File: config.mk
export PLATFORM = sky130hd
export DESIGN_NAME = mix_col_seq_flat
export DESIGN_NICKNAME = d
export VERILOG_FILES = /design/src/rtl/mix_col_seq_if.sv /design/src/rtl/mix_col_seq.sv /design/src/flat_wrapper.sv
export SDC_FILE = /design/constraint.sdc
export NUM_CORES = 1
export LEC_CHECK = 0
export CAP_MARGIN = 20
export CORE_ASPECT_RATIO = 0.75
export CORE_MARGIN = 5
export CORE_UTILIZATION = 35
export DETAILED_ROUTE_END_ITERATION = 8
export GPL_TIMING_DRIVEN = 1
export HOLD_SLACK_MARGIN = 0.05
export PLACE_DENSITY = 0.57
export SETUP_SLACK_MARGIN = 0.2
export SLEW_MARGIN = 20
export SYNTH_ARGS = -nofsm -noshare
export SYNTH_HDL_FRONTEND = slang
export SYNTH_SLANG_ARGS = --single-unit
File: constraint.sdc
create_clock -name clk -period 3.7 [get_ports clk]
set_input_delay 0.555 -clock clk [delete_from_list [all_inputs] [get_ports clk]]
set_output_delay 0.555 -clock clk [all_outputs]
set_load 0.01 [all_outputs]
File: src/rtl/mix_col_seq_if.sv
// Handshake bundle for mix_col_seq: the state-in channel from the round
// controller and the state-out channel back to it.
// Optional macro MC_SEQ_BYPASS_EN adds the in_bypass request bit.
//
// Both channels use the same valid/ready rule: a transfer happens on a
// rising clk edge where valid and ready are both high; the sender holds
// valid and its payload steady until then, and ready may be high at any time.
interface mix_col_seq_if #(
    parameter int NCOL = 4
);
    logic                 in_valid;
    logic                 in_ready;
    logic                 in_mode;
    logic [32*NCOL-1:0]   in_state;
`ifdef MC_SEQ_BYPASS_EN
    logic                 in_bypass;
`endif
    logic                 out_valid;
    logic                 out_ready;
    logic [32*NCOL-1:0]   out_state;

    modport master (
`ifdef MC_SEQ_BYPASS_EN
        output in_bypass,
`endif
        output in_valid, in_mode, in_state, out_ready,
        input  in_ready, out_valid, out_state
    );

    modport slave (
`ifdef MC_SEQ_BYPASS_EN
        input  in_bypass,
`endif
        input  in_valid, in_mode, in_state, out_ready,
        output in_ready, out_valid, out_state
    );
endinterface

File: src/rtl/mix_col_seq.sv
// mix_col_seq: sequencer for a byte-serial MixColumns datapath.
// Takes a whole AES state, streams it column by column (clear, 4 bytes,
// capture) through the external datapath and returns the mixed state.
// Optional macro MC_SEQ_BYPASS_EN: a state accepted with in_bypass set
// goes straight to the output unmixed (final AES round).
// Byte k of a state sits at bits [32*NCOL-1-8k -: 8]; column c = bytes 4c..4c+3.
module mix_col_seq #(
    parameter int NCOL = 4
) (
    input  logic        clk,
    input  logic        rst,
    mix_col_seq_if.slave bus,
    output logic        busy,
    output logic [7:0]  mc_d_in,
    output logic        mc_en,
    output logic        mc_mode,
    output logic        mc_clr,
    input  logic [7:0]  mc_d0,
    input  logic [7:0]  mc_d1,
    input  logic [7:0]  mc_d2,
    input  logic [7:0]  mc_d3,
    output logic [2:0]  state_dbg
);
    localparam int W  = 32 * NCOL;
    localparam int NB = 4 * NCOL;
    localparam int CW = (NCOL > 1) ? $clog2(NCOL) : 1;
    localparam logic [CW-1:0] LAST_COL = CW'(NCOL - 1);

    typedef enum logic [2:0] {
        IDLE = 3'd0,
        CLR  = 3'd1,
        FEED = 3'd2,
        CAPT = 3'd3,
        DONE = 3'd4
    } state_t;

    state_t          state;
    state_t          state_nxt;
    logic [CW-1:0]   col;
    logic [1:0]      row;
    logic            mode_q;
    logic [7:0]      in_buf  [NB];
    logic [7:0]      out_buf [NB];
    logic            accept;
    logic            take_bypass;
    logic [CW+1:0]   idx;

`ifdef MC_SEQ_BYPASS_EN
    assign take_bypass = bus.in_bypass;
`else
    assign take_bypass = 1'b0;
`endif

    // Status and datapath controls come only from registers (plus rst for clear).
    assign bus.in_ready  = (state == IDLE) && !rst;
    assign bus.out_valid = (state == DONE);
    assign busy          = (state != IDLE);
    assign mc_clr        = rst || (state == CLR);
    assign mc_en         = (state == FEED);
    assign idx           = {col, row};
    assign mc_d_in       = (state == FEED) ? in_buf[idx] : 8'h00;
    assign mc_mode       = (state == CLR || state == FEED || state == CAPT) ? mode_q : 1'b0;
    assign state_dbg     = state;
    assign accept        = bus.in_valid && bus.in_ready;

    // Pack the captured bytes back into the output state word.
    always_comb begin
        bus.out_state = '0;
        for (int k = 0; k < NB; k++) begin
            bus.out_state[W-1-8*k -: 8] = out_buf[k];
        end
    end

    // Next-state logic: per column CLR -> 4x FEED -> CAPT, then DONE.
    always_comb begin
        state_nxt = state;
        case (state)
            IDLE: if (accept) state_nxt = take_bypass ? DONE : CLR;
            CLR:  state_nxt = FEED;
            FEED: if (row == 2'd3) state_nxt = CAPT;
            CAPT: state_nxt = (col == LAST_COL) ? DONE : CLR;
            DONE: if (bus.out_ready) state_nxt = IDLE;
            default: state_nxt = IDLE;
        endcase
    end

    // State register, counters and byte buffers.
    always_ff @(posedge clk) begin
        if (rst) begin
            state  <= IDLE;
            col    <= '0;
            row    <= '0;
            mode_q <= 1'b0;
            for (int k = 0; k < NB; k++) begin
                in_buf[k]  <= 8'h00;
                out_buf[k] <= 8'h00;
            end
        end else begin
            state <= state_nxt;
            case (state)
                IDLE: begin
                    if (accept) begin
                        mode_q <= bus.in_mode;
                        col    <= '0;
                        for (int k = 0; k < NB; k++) begin
                            in_buf[k] <= bus.in_state[W-1-8*k -: 8];
                            if (take_bypass) out_buf[k] <= bus.in_state[W-1-8*k -: 8];
                        end
                    end
                end
                CLR:  row <= 2'd0;
                FEED: row <= row + 2'd1;
                CAPT: begin
                    out_buf[{col, 2'd0}] <= mc_d0;
                    out_buf[{col, 2'd1}] <= mc_d1;
                    out_buf[{col, 2'd2}] <= mc_d2;
                    out_buf[{col, 2'd3}] <= mc_d3;
                    if (col != LAST_COL) col <= col + CW'(1);
                end
                default: ;
            endcase
        end
    end
endmodule

File: src/flat_wrapper.sv
// flat-port wrapper written by rule: the top's interface ports become plain ports
module mix_col_seq_flat 
#(
    parameter int NCOL = 4
)
  (clk, rst, busy, mc_d_in, mc_en, mc_mode, mc_clr, mc_d0, mc_d1, mc_d2, mc_d3, state_dbg, bus_in_valid, bus_in_mode, bus_in_state, bus_out_ready, bus_in_ready, bus_out_valid, bus_out_state);
  mix_col_seq_if #(.NCOL(NCOL)) bus_i ();
  input  logic clk;
  input  logic rst;
  output logic busy;
  output logic [7:0] mc_d_in;
  output logic mc_en;
  output logic mc_mode;
  output logic mc_clr;
  input  logic [7:0] mc_d0;
  input  logic [7:0] mc_d1;
  input  logic [7:0] mc_d2;
  input  logic [7:0] mc_d3;
  output logic [2:0] state_dbg;
  input wire logic [$bits(bus_i.in_valid)-1:0] bus_in_valid;
  input wire logic [$bits(bus_i.in_mode)-1:0] bus_in_mode;
  input wire logic [$bits(bus_i.in_state)-1:0] bus_in_state;
  input wire logic [$bits(bus_i.out_ready)-1:0] bus_out_ready;
  output wire logic [$bits(bus_i.in_ready)-1:0] bus_in_ready;
  output wire logic [$bits(bus_i.out_valid)-1:0] bus_out_valid;
  output wire logic [$bits(bus_i.out_state)-1:0] bus_out_state;
  assign bus_i.in_valid = bus_in_valid;
  assign bus_i.in_mode = bus_in_mode;
  assign bus_i.in_state = bus_in_state;
  assign bus_i.out_ready = bus_out_ready;
  assign bus_in_ready = bus_i.in_ready;
  assign bus_out_valid = bus_i.out_valid;
  assign bus_out_state = bus_i.out_state;
  mix_col_seq #(.NCOL(NCOL)) u_core (.clk(clk), .rst(rst), .bus(bus_i), .busy(busy), .mc_d_in(mc_d_in), .mc_en(mc_en), .mc_mode(mc_mode), .mc_clr(mc_clr), .mc_d0(mc_d0), .mc_d1(mc_d1), .mc_d2(mc_d2), .mc_d3(mc_d3), .state_dbg(state_dbg));
endmodule
Word level (Yosys, flattened, before mapping)
Memories as Yosys holds them, arrays and structs flattened.
Index checks and enable logic that the tools add are counted.
- input port bits: 165
- memory bits (writable): 256
- register bits after elaboration: 8
- word-level logic and storage cells: 100
- memories: 2
- bitwise logic cells: 16
- $add $sub $neg: 2
- eq/ne operators: 11
- multiplexer cells: 48
- reduce and logical (&&, ||, !) cells: 17
- memories (memory ; words ; bits a word ; rd ports ; clocked after memory_dff ; wr ports ; line ; RTL):
    u_core.in_buf ; 16 ; 8 ; 1 ; 0 ; 16 ; mix_col_seq.sv:42 ; logic [7:0] in_buf [NB];
    u_core.out_buf ; 16 ; 8 ; 16 ; 0 ; 16 ; mix_col_seq.sv:43 ; logic [7:0] out_buf [NB];
- operator list (operator ; count):
    8-bit 2-to-1 mux ; 21
    8-bit OR reduction ; 4
    4-bit 2-to-1 mux ; 4
    1-bit OR ; 16
    3-bit one-hot mux with 5 select lines ; 1
    1-bit 2-to-1 mux ; 14
    3-bit 2-to-1 mux ; 4
    2-bit one-hot mux with 2 select lines ; 2
    3-bit by 2-bit == test with 1-bit output (second input constant) ; 2
    2-bit != test (second input constant) ; 3
    3-bit AND reduction ; 2
    2-bit by 1-bit adder with 2-bit output (second input constant) ; 2
    2-bit == test (second input constant) ; 2
    2-bit 2-to-1 mux ; 2
    2-bit by 1-bit != test with 1-bit output (second input constant) ; 2
    2-bit nonzero test ; 2
    3-bit by 1-bit == test with 1-bit output (second input constant) ; 1
    3-bit == test (second input constant) ; 1
    3-bit logical NOT ; 1
    1-bit logical OR ; 3
    3-bit nonzero test ; 1
    1-bit logical AND ; 2
    2-bit AND reduction ; 1
    1-bit logical NOT ; 1

Depth between registers and ports, before layout
Gate-level depths: netlist of run 1.
- depth after elaboration: 8
- depth in mapped cells: 6

Worst setup path after synthesis of run 1
OpenSTA, ideal clock, no wires.
- path kind: input to register
- start point: input port rst
- end point: memory u_core.in_buf[0][0] (enable)
- stages: 5
- data required time: 3.267 ns
- path slack: 0.475 ns
- data arrival time: 2.792 ns
- path through: buf_2 > nor4_4 > buf_4 > and2_1 > or2_2
- RTL lines (element ; line ; RTL):
    start: declaration ; flat_wrapper.sv:9 ; input logic rst;
    end: declaration ; mix_col_seq.sv:42 ;

Final worst setup path of run 1
- start point: register u_core.row[0]
- end point: output port mc_d_in[2]
- cells in the longest elaborated chain, start to end: 2
- ends and longest elaborated chain (element ; line ; RTL):
    start: declaration ; mix_col_seq.sv:40 ; logic [1:0] row;
    start signal: assignment ; mix_col_seq.sv:112 ; FEED: row <= row + 2'd1;
    memory read 16 x 8 bit ; n/a ;
    8-bit 2-to-1 mux ; mix_col_seq.sv:61 ; assign mc_d_in = (state == FEED) ? in_buf[idx] : 8'h00;
    end: declaration ; flat_wrapper.sv:11 ; output logic [7:0] mc_d_in;
No other way between the ends.

==> run summary, run 1 <==
Hold_sp = rst
H-Tree Depth = 1
Hold Crit Depth = 2
Clock sink total = 264
Primary FF master, synth = edfxtp_1
Number of max-cap violations = 0
Vias = 7,162
Die Span Y = 165.1 um
TritonCTS clock tree = done
CTS Hold Bufs = 0
Period utilization = 90.67%
FILL cells = 2,730
TNS Setup = 0 ns
Synth warn = 0
Status = complete, no violations
Final setup viols = 0
Post-synth top area share = 68.51%
Clock root buffer = clkbuf_16
DR vias/cell = 5.019
Most numerous cell in the Yosys netlist = edfxtp_1
Reg2reg path depth = 4
Worst reg2reg path endpoint = u_core.in_buf[0][5]
Clock Skews = 0.01291 ns
GR Util All Layers = 17.27%
Worst R2R Start = u_core.state_dbg[2]
Critical path startpoint category = register
PwrDens = 457.6 mW/mm2
Fmax = 298.1 MHz
Pins Over Slew Limit = 0
Hold Path End = u_core.state_dbg[2]
Synth Area per Inst = 15.87 um2
Io pins = 310
Total die area = 0.03578 mm2
Mapped Area = 0.01122 mm2
Top post-synthesis cells by area = edfxtp_1, and3_1, mux4_2, mux4_1, nor2b_1
Max Buffers Root-to-Sink = 3
Cts bufs inserted = 27
Clk_lat worst skew = 0.54 ns
Share of cells above drive strength 1 = 9.794%
Reg clk slew, reported paths = 0.06 ns
CP endpoint kind = output port
GP Congestion = 0.7760
Die W = 216.8 um
Dpl hpwl = 21,560 um
Total wire length = 32,040 um
Critical Path RT = 3.14 ns
DRT iter0 DRCs = 520
RSZ-0062 raised after global routing = no
Post-synth top cells = edfxtp_1, and3_1, nor2b_1
Drt pass-1 iters = 5
Post-DRT Antenna Nets = 0
Final hold violations = 0
Min Tclk post-route = 3.355 ns
Total gr overflow = 0
Cells after Synth = 707
Core footprint = 0.03146 mm2
Number of enable flip-flop cells after synthesis = 256
R2r setup slk = 1.18 ns
Post-DR wirelength/cell = 22.45 um
Rows = 56
Vias in the first global route = 7,539
Worst-margin pin slew = 1.005 ns
Syn Nets = 877
Hold Crit Class = primary input to register
DRC = 0
Initial core utilization = 35.67%
Area Overhead vs Synth = 38.92%
Sequential share of the synthesized area = 69.94%
Antenna violations before repair = 1
PortBufs = 309
Worst ir drop on vdd = 0.0002500 V
Crit path max fanout = 20
Leakage = 0.006256 uW
Cell variety after synth = 40
Kind of critical path = register to output port
Crit path DAT = 2.80 ns
WHS = 0.4139 ns
# nets final = 1,173
Global-route wire length before repair = 47,170 um
ANT cells = 0
FF+latch count, synth = 264
Post-synth ARST share = 0%
Slew HR = 33.03%
Yosys top cell by area = edfxtp_1
Pin count of the biggest net entering global routing = 111
[cells in the final DEF (no fill, tap or decap), types with 3 or more instances in the layout]
cell type / synthesis / final
dfxtp_1: 8 / 5
o21ai_0: 3 / 3
buf_4: 3 / 23
nor3b_1: 5 / 5
edfxtp_1: 256 / 256
clkbuf_1: 37 / 3
mux2i_1: 10 / 9
clkdlybuf4s50_1: 0 / 307
clkinv_2: 0 / 6
a21oi_1: 4 / 4
nor2b_1: 49 / 49
clkinv_1: 1 / 3
clkbuf_16: 0 / 27
bufinv_16: 0 / 5
ha_1: 5 / 5
o211ai_1: 8 / 8
nand2b_1: 7 / 6
mux4_1: 12 / 12
and3_1: 208 / 208
a21o_1: 4 / 4
mux4_2: 20 / 20
nand3_1: 17 / 17
[power breakdown]
part / internal, uW / switching (uW) / total [uW]
logic: 412 / 328 / 740
clock network: 1700 / 1130 / 2840
registers: 3480 / 75.1 / 3560
total: 5600 / 1540 / 7130
[logic make-up (layout without fill, tap and decap cells)]
| family | Yosys count | after routing | synth area share (%) |
|---|---|---|---|
| multiplexers | 42 | 42 | 7.716 |
| AND/OR/NAND/NOR | 302 | 302 | 16.93 |
| XOR/XNOR | 1 | 1 | 0.07807 |
| adder cells (fa/ha/maj) | 5 | 5 | 0.5575 |
| AO/OA/AOI/OAI | 23 | 23 | 1.461 |
| buffers and inverters | 70 | 384 | 3.323 |
| flip-flops | 264 | 264 | 69.94 |
[metal layers]
metal | vias up | track usage [%] | wire, um
met2 | 210 | 26.74 | 14530
met4 | 2 | 4.045 | 712
li1 | 3338 | - | -
met5 | - | 0 | 13
met3 | 44 | 4.538 | 2085
met1 | 3568 | 24.68 | 14690
[stage by stage]
step | std cells | area, um2 | util (%) | worst slack [ns] | power, uW
final | 1427 | 15590 | 49.55 | 0.3453 | 7132
after global routing | 1427 | 15590 | 49.55 | 0.2649 | 7404
after CTS | 1421 | 15530 | 49.38 | 0.2180 | 7208
after detailed placement | 1374 | 14610 | 46.44 | 0.5611 | 4355
after global placement | 1374 | 14610 | 46.44 | 0.5606 | 4354
after floorplan | 707 | 11220 | - | 0.4754 | 3927
[state kept, by name (all words and copies together) (netlist names)]
signal            flops
u_core.in_buf       128
u_core.state_dbg      3
u_core.col            2
u_core.out_buf      128
u_core.row            2
u_core.mode_q         1
[worst max path at each step]
stage                  startpoint                   to  slack (ns)  cells after the start
global placement    u_core.row[0]           mc_d_in[2]        0.56                      5
finish              u_core.row[0]           mc_d_in[2]        0.35                      5
floorplan                     rst  u_core.in_buf[0][0]        0.48                      5
CTS                 u_core.row[0]           mc_d_in[0]        0.22                      4
detailed placement  u_core.row[0]           mc_d_in[2]        0.56                      5
global route        u_core.row[0]           mc_d_in[2]        0.26                      5
[critical path: stages (launching register included)]
cell and delay [ns]:
dfxtp_4 0.49, buf_8 0.26, mux4_2 0.52, mux2i_1 0.36, o211ai_1 0.12, clkdlybuf4s50_1 0.50
[area by class of cell]
| class | count | area [um2] | share of cell area [%] |
|---|---|---|---|
| clock buffer | 31 | 700.7 | 4.495 |
| tap | 406 | 508.0 | 3.259 |
| clock inverter | 16 | 214.0 | 1.373 |
| timing repair buffer | 334 | 3291 | 21.11 |
| multi-input combinational | 373 | 3009 | 19.30 |
| sequential | 264 | 7854 | 50.39 |
| inverter | 3 | 11.26 | 0.07224 |
[what timing repair did]
item                                    in CTS  in global routing
buffers inserted                             0                  6
endpoints found under the setup margin       8                  5
gates resized for setup                      3                  3
Note: power is estimated with default switching activity, not from simulation.
==> run 2, diff against run 1 <==
PLACE_DENSITY = 0.6   (was 0.57)
clock period = 3 ns   (was 3.7 ns; I/O delays follow)
==> run 2 against run 1 <==
Compared with the run above:
- sequential share of layout area shrank 0.23 points
- global-route usage grew 0.32 points
- first-iteration DRC count grew 9.4%
- sequential power grew 23%
- critical endpoint is now mc_d_in[1]
- clock power grew 11%
- clock skew shrank 0.0022 ns
- design area grew 0.42%
- critical path depth grew 1
- register-to-register slack lost 0.50 ns
- flip-flop and latch count is the same
- utilization grew 0.21 points
==> run summary, run 2 (synthesis gave the netlist of run 1 again) <==
Post-DRT Antenna Nets = 0 (unchanged)
Vias in the first global route = 7,415 (-1.6%)
Hold Crit Depth = 2 (unchanged)
Routing usage on met3 = 4.574% (+0.036 points)
Clock root buffer = clkbuf_16
PortBufs = 309 (unchanged)
RSZ-0062 raised after global routing = yes
CTS Hold Bufs = 0 (unchanged)
GP Congestion = 0.7915 (+2.0%)
Min Tclk post-route = 2.721 ns
Die Span Y = 165.1 um (unchanged)
TritonCTS clock tree = done
Total wire length = 32,730 um (+2.2%)
Global-route wire length before repair = 47,470 um (+0.63%)
Core footprint = 0.03146 mm2 (unchanged)
Hold Path End = u_core.row[0]
CP endpoint kind = output port
R2r setup slk = 0.68 ns (-0.50 ns)
Rows = 56 (unchanged)
Dpl hpwl = 21,560 um (about the same)
Crit path max fanout = 7 (-65%)
# nets final = 1,184 (+0.94%)
Final hold violations = 0 (unchanged)
Crit path DAT = 2.27 ns (-0.53 ns)
WHS = 0.2961 ns (-0.1178 ns)
TNS Setup = 0 ns (unchanged)
Critical Path RT = 2.55 ns (-0.59 ns)
Pins Over Slew Limit = 0 (unchanged)
Number of max-cap violations = 0 (unchanged)
Die W = 216.8 um (unchanged)
Reg2reg path depth = 3 (-1)
Met1 Usage GRT = 25.85% (+1.2 points)
Critical path origin = u_core.row[0]
Area Overhead vs Synth = 39.50%
Worst ir drop on vdd = 0.0003614 V (+45%)
Share of cells above drive strength 1 = 11.40% (+1.6 points)
Final setup viols = 0 (unchanged)
Clock sink total = 264 (unchanged)
Initial core utilization = 35.67% (unchanged)
Commonest non-fill, non-tap cell in the layout = clkdlybuf4s50_1
Leakage = 0.006294 uW (+0.60%)
Total die area = 0.03578 mm2 (unchanged)
Max Buffers Root-to-Sink = 3 (unchanged)
Io pins = 310 (unchanged)
DRC = 0 (unchanged)
DP Cell Count = 1,385 (+0.80%)
Pin count of the biggest net entering global routing = 96 (-14%)
Worst reg2reg path endpoint = u_core.out_buf[0][8]
Clk_lat worst skew = 0.55 ns (about the same)
GR Layer Usage met2 = 26.29% (-0.44 points)
Critical path startpoint category = register
Reg clk slew, reported paths = 0.06 ns (about the same)
Hold_sp = rst
DRT iter0 DRCs = 569 (+9.4%)
Kind of critical path = register to output port
GR Util All Layers = 17.59% (+0.32 points)
Clock Skews = 0.01075 ns (-0.002166 ns)
Total gr overflow = 0 (unchanged)
Vias = 7,247 (+1.2%)
Slew HR = 32.50% (-0.53 points)
Status = complete, no violations
Drt pass-1 iters = 5 (unchanged)
Final cell count without fillers = 1,441 (+0.98%)
DR vias/cell = 5.029 (+0.20%)
Fmax = 367.5 MHz
ANT cells = 0 (unchanged)
Period utilization = 90.70%
Antenna violations before repair = 1 (unchanged)
PwrDens = 544.0 mW/mm2 (+19%)
Cts bufs inserted = 28 (+3.7%)
Post-DR wirelength/cell = 22.71 um (+1.2%)
Commonest non-fill, non-tap cells in the layout = clkdlybuf4s50_1, edfxtp_1, and3_1
Worst R2R Start = u_core.col[0]
Hold Crit Class = primary input to register
Global routing's busiest layer = met2
Worst-margin pin slew = 1.013 ns (+0.007968 ns)
H-Tree Depth = 1 (unchanged)
[run 2: layout make-up]
type / count / area (um2)
Clock buffer: 34 / 744.5
Multi-Input combinational cell: 373 / 3059
Sequential cell: 264 / 7851
Inverter: 3 / 11.26
Tap cell: 406 / 508.0
Timing Repair Buffer: 344 / 3403
Fill cell: 2727 / 15810
Clock inverter: 17 / 75.07
[run 2: how the worst max path moves through the flow]
stage / to / depth (start not counted)
floorplan: u_core.in_buf[0][0] / 5
global placement: mc_d_in[7] / 5
detailed placement: mc_d_in[7] / 5
CTS: mc_d_in[2] / 5
global route: mc_d_in[0] / 6
finish: mc_d_in[1] / 6
[run 2: per-layer routing]
layer / vias to the layer above / routed length (um)
met1: 3613 / 15230
met2: 230 / 14650
met5: - / 13
met4: 2 / 657
met3: 44 / 2176
li1: 3358 / -
[run 2: timing repair]
item	CTS	global route
buffers inserted	4	0
pin swaps	2	1
setup endpoints to repair	8	6
resized for setup	38	8
gates cloned	1	0
[run 2: metrics by stage]
stage	util, %	total power [uW]	worst slack [ns]	cell area (um2)
2_1_floorplan	-	4840	0.5095	11220
3_3_place_gp	46.84	5394	0.2492	14740
3_5_place_dp	46.84	5400	0.2126	14740
4_1_cts	49.74	8608	0.1796	15650
5_1_grt	49.75	8844	0.1915	15650
6_report	49.75	8514	0.2789	15650
[run 2: worst max-delay path: stages (launching register included)]
cell and delay [ns]:
dfxtp_4 0.43, buf_4 0.16, mux4_1 0.54, mux2i_1 0.17, buf_4 0.16, o211ai_1 0.10, buf_2 0.17
[run 2: power breakdown]
| part | switching (uW) | leakage (uW) | total (uW) | internal (uW) |
|---|---|---|---|---|
| Combinational | 446 | 0.00316 | 993 | 547 |
| Clock | 1410 | 0.000403 | 3160 | 1750 |
| Sequential | 72.8 | 0.00273 | 4370 | 4290 |
==> run 3, diff against run 2 <==
CORE_ASPECT_RATIO = not set   (was 0.75)
CORE_UTILIZATION = 40   (was 35)
PLACE_DENSITY = 0.64   (was 0.6)
clock period = 2.93 ns   (was 3 ns; I/O delays follow)
==> run 3 against run 2 <==
Compared with the run above:
- routed wire length down 8.4%
- power up 1.3%
- clock skew up 0.0068 ns
- worst hold slack worse by 0.0012 ns
- sequential power up 3%
- register-to-register slack better by 0.03 ns
- via count down 0.80%
- design area about the same
- critical path type unchanged
- critical endpoint is now bus_out_valid
==> run summary, run 3 (synthesis gave the netlist of run 1 again) <==
Total gr overflow = 0 (unchanged)
DRC = 0 (unchanged)
Vias = 7,189 (-0.80%)
Post-DRT Antenna Nets = 0 (unchanged)
CTS Hold Bufs = 0 (unchanged)
Number of max-cap violations = 0 (unchanged)
Area Overhead vs Synth = 39.53% (about the same)
Setup WS pre-CTS = 0.2001 ns (-0.01247 ns)
Dpl hpwl = 20,460 um (-5.1%)
Total die area = 0.03150 mm2 (-12%)
Drt pass-1 iters = 5 (unchanged)
Global-route wire length before repair = 45,110 um (-5.0%)
Die W = 177.5 um (-18%)
Area of the multi-input gates = 0.003060 mm2 (about the same)
Worst-margin pin slew = 0.6861 ns (-0.3265 ns)
Io pins = 310 (unchanged)
Total wire length = 29,990 um (-8.4%)
Sw Ratio = 21.92% (-0.72 points)
Clock power frac = 36.5% (-0.6 points)
Pin count of the biggest net entering global routing = 86 (-10%)
Worst ir drop on vdd = 0.0003193 V (-12%)
Clock sink total = 264 (unchanged)
DRT iter0 DRCs = 471 (-17%)
TritonCTS clock tree = done
DP Cell Count = 1,351 (-2.5%)
GR Util All Layers = 18.58% (+0.99 points)
Cell internal pwr = 6735 uW (+2.3%)
Final setup viols = 0 (unchanged)
Final cell count without fillers = 1,417 (-1.7%)
Final hold violations = 0 (unchanged)
Critical path startpoint category = register
Kind of critical path = register to output port
Clk_lat worst skew = 0.53 ns (-0.02 ns)
PwrDens = 551.0 mW/mm2 (+1.3%)
Slew HR = 54.26% (+22 points)
Max Buffers Root-to-Sink = 3 (unchanged)
Die Span Y = 177.5 um (+7.5%)
Leakage = 0.006317 uW (+0.38%)
Core footprint = 0.02771 mm2 (-12%)
Post-DR wirelength/cell = 21.16 um (-6.8%)
Crit path DAT = 2.25 ns (-0.02 ns)
CP endpoint kind = output port
Clock Skews = 0.01755 ns (+0.006808 ns)
Logic pwr share = 11.6% (about the same)
Crit path max fanout = 14 (+7)
Fmax = 371.2 MHz
GP Congestion = 0.8077 (+2.0%)
Reg power frac = 51.9% (+0.6 points)
Reg clk slew, reported paths = 0.06 ns (about the same)
PnR worst setup slack = 0.2361 ns (-0.04287 ns)
Pins Over Slew Limit = 0 (unchanged)
Min Tclk post-route = 2.694 ns
H-Tree Depth = 1 (unchanged)
Hold Crit Class = primary input to register
DR vias/cell = 5.073 (+0.88%)
Period utilization = 91.94%
Critical Path RT = 2.49 ns (-0.06 ns)
Switch Pwr = 1891 uW (-1.9%)
WHS = 0.2949 ns (-0.001199 ns)
Rows = 61 (+8.9%)
Initial core utilization = 40.50% (+4.8 points)
PortBufs = 309 (unchanged)
Commonest non-fill, non-tap cell in the layout = clkdlybuf4s50_1
Commonest non-fill, non-tap cells in the layout = clkdlybuf4s50_1, edfxtp_1, and3_1
FILL cells = 2,229 (-18%)
TNS Setup = 0 ns (unchanged)
Cts bufs inserted = 27 (-3.6%)
Status = complete, no violations
Reg area = 0.007855 mm2 (about the same)
# nets final = 1,190 (+0.51%)
Clock root buffer = clkbuf_16
Vias in the first global route = 7,412 (-0.040%)
Share of cells above drive strength 1 = 12.52% (+1.1 points)
Antenna violations before repair = 2 (+1)
RSZ-0062 raised after global routing = yes
[run 3: cell count changes in the layout (fill, tap and decap cells not counted), sizes merged]
| cell | change |
|---|---|
| buf | +6 |
| bufinv | +1 |
| clkdlybuf4s15 | +1 |
| clkinv | -7 |
| clkinvlp | +2 |
| diode | +1 |
[run 3: layout make-up]
cell class	count	area share, %
clock inverter	13	0.5834
timing repair buffer	351	22.08
clock buffer	34	4.483
tap	378	3.021
sequential	264	50.17
antenna	1	0.01598
multi-input combinational	373	19.55
inverter	3	0.09590
[run 3: final timing paths]
kind | from | end | slack [ns] | cells past startpoint
worst max-delay path | u_core.state_dbg[2] | bus_out_valid | 0.24 | 3
worst min-delay path | bus_in_valid | u_core.mode_q | 0.29 | 3
worst max register to register | u_core.state_dbg[2] | u_core.in_buf[0][3] | 0.71 | 5
worst min register to register | u_core.mode_q | u_core.mode_q | 0.48 | 2
[run 3: critical path: stages (launching register included)]
cell and delay, ns:
dfxtp_1 0.44, buf_4 0.28, nor3b_2 0.40, clkdlybuf4s50_1 0.62
[run 3: power by group through the flow]
| stage | Combinational (uW) | Clock, uW | Sequential, uW |
|---|---|---|---|
| 2_1_floorplan | 397 | 0 | 4560 |
| 6_report | 1000 | 3150 | 4480 |
| 3_5_place_dp | 939 | 0 | 4560 |
| 3_3_place_gp | 931 | 0 | 4560 |
| 4_1_cts | 983 | 3230 | 4480 |
| 5_1_grt | 1070 | 3400 | 4500 |
[run 3: layer usage]
layer  global-route usage, %  routed length, um
met5                       0                 13
met4                   3.964                488
met3                   5.241               3097
met2                   30.05              14170
met1                   25.30              12220
[run 3: timing repair]
item                                   CTS  global route
setup endpoints to repair                9             9
gates cloned                             1             0
pin swaps                                1             3
endpoints found under the hold margin    0             0
gates resized for setup                 32            19
setup buffers                            6            11
[run 3: per-stage QoR]
stage / utilization, % / total power, uW / cell area [um2]
final: 56.51 / 8627 / 15660
after global routing: 56.50 / 8972 / 15650
after CTS: 56.13 / 8690 / 15550
after detailed placement: 52.84 / 5502 / 14640
after global placement: 52.84 / 5492 / 14640
after floorplan: - / 4956 / 11220
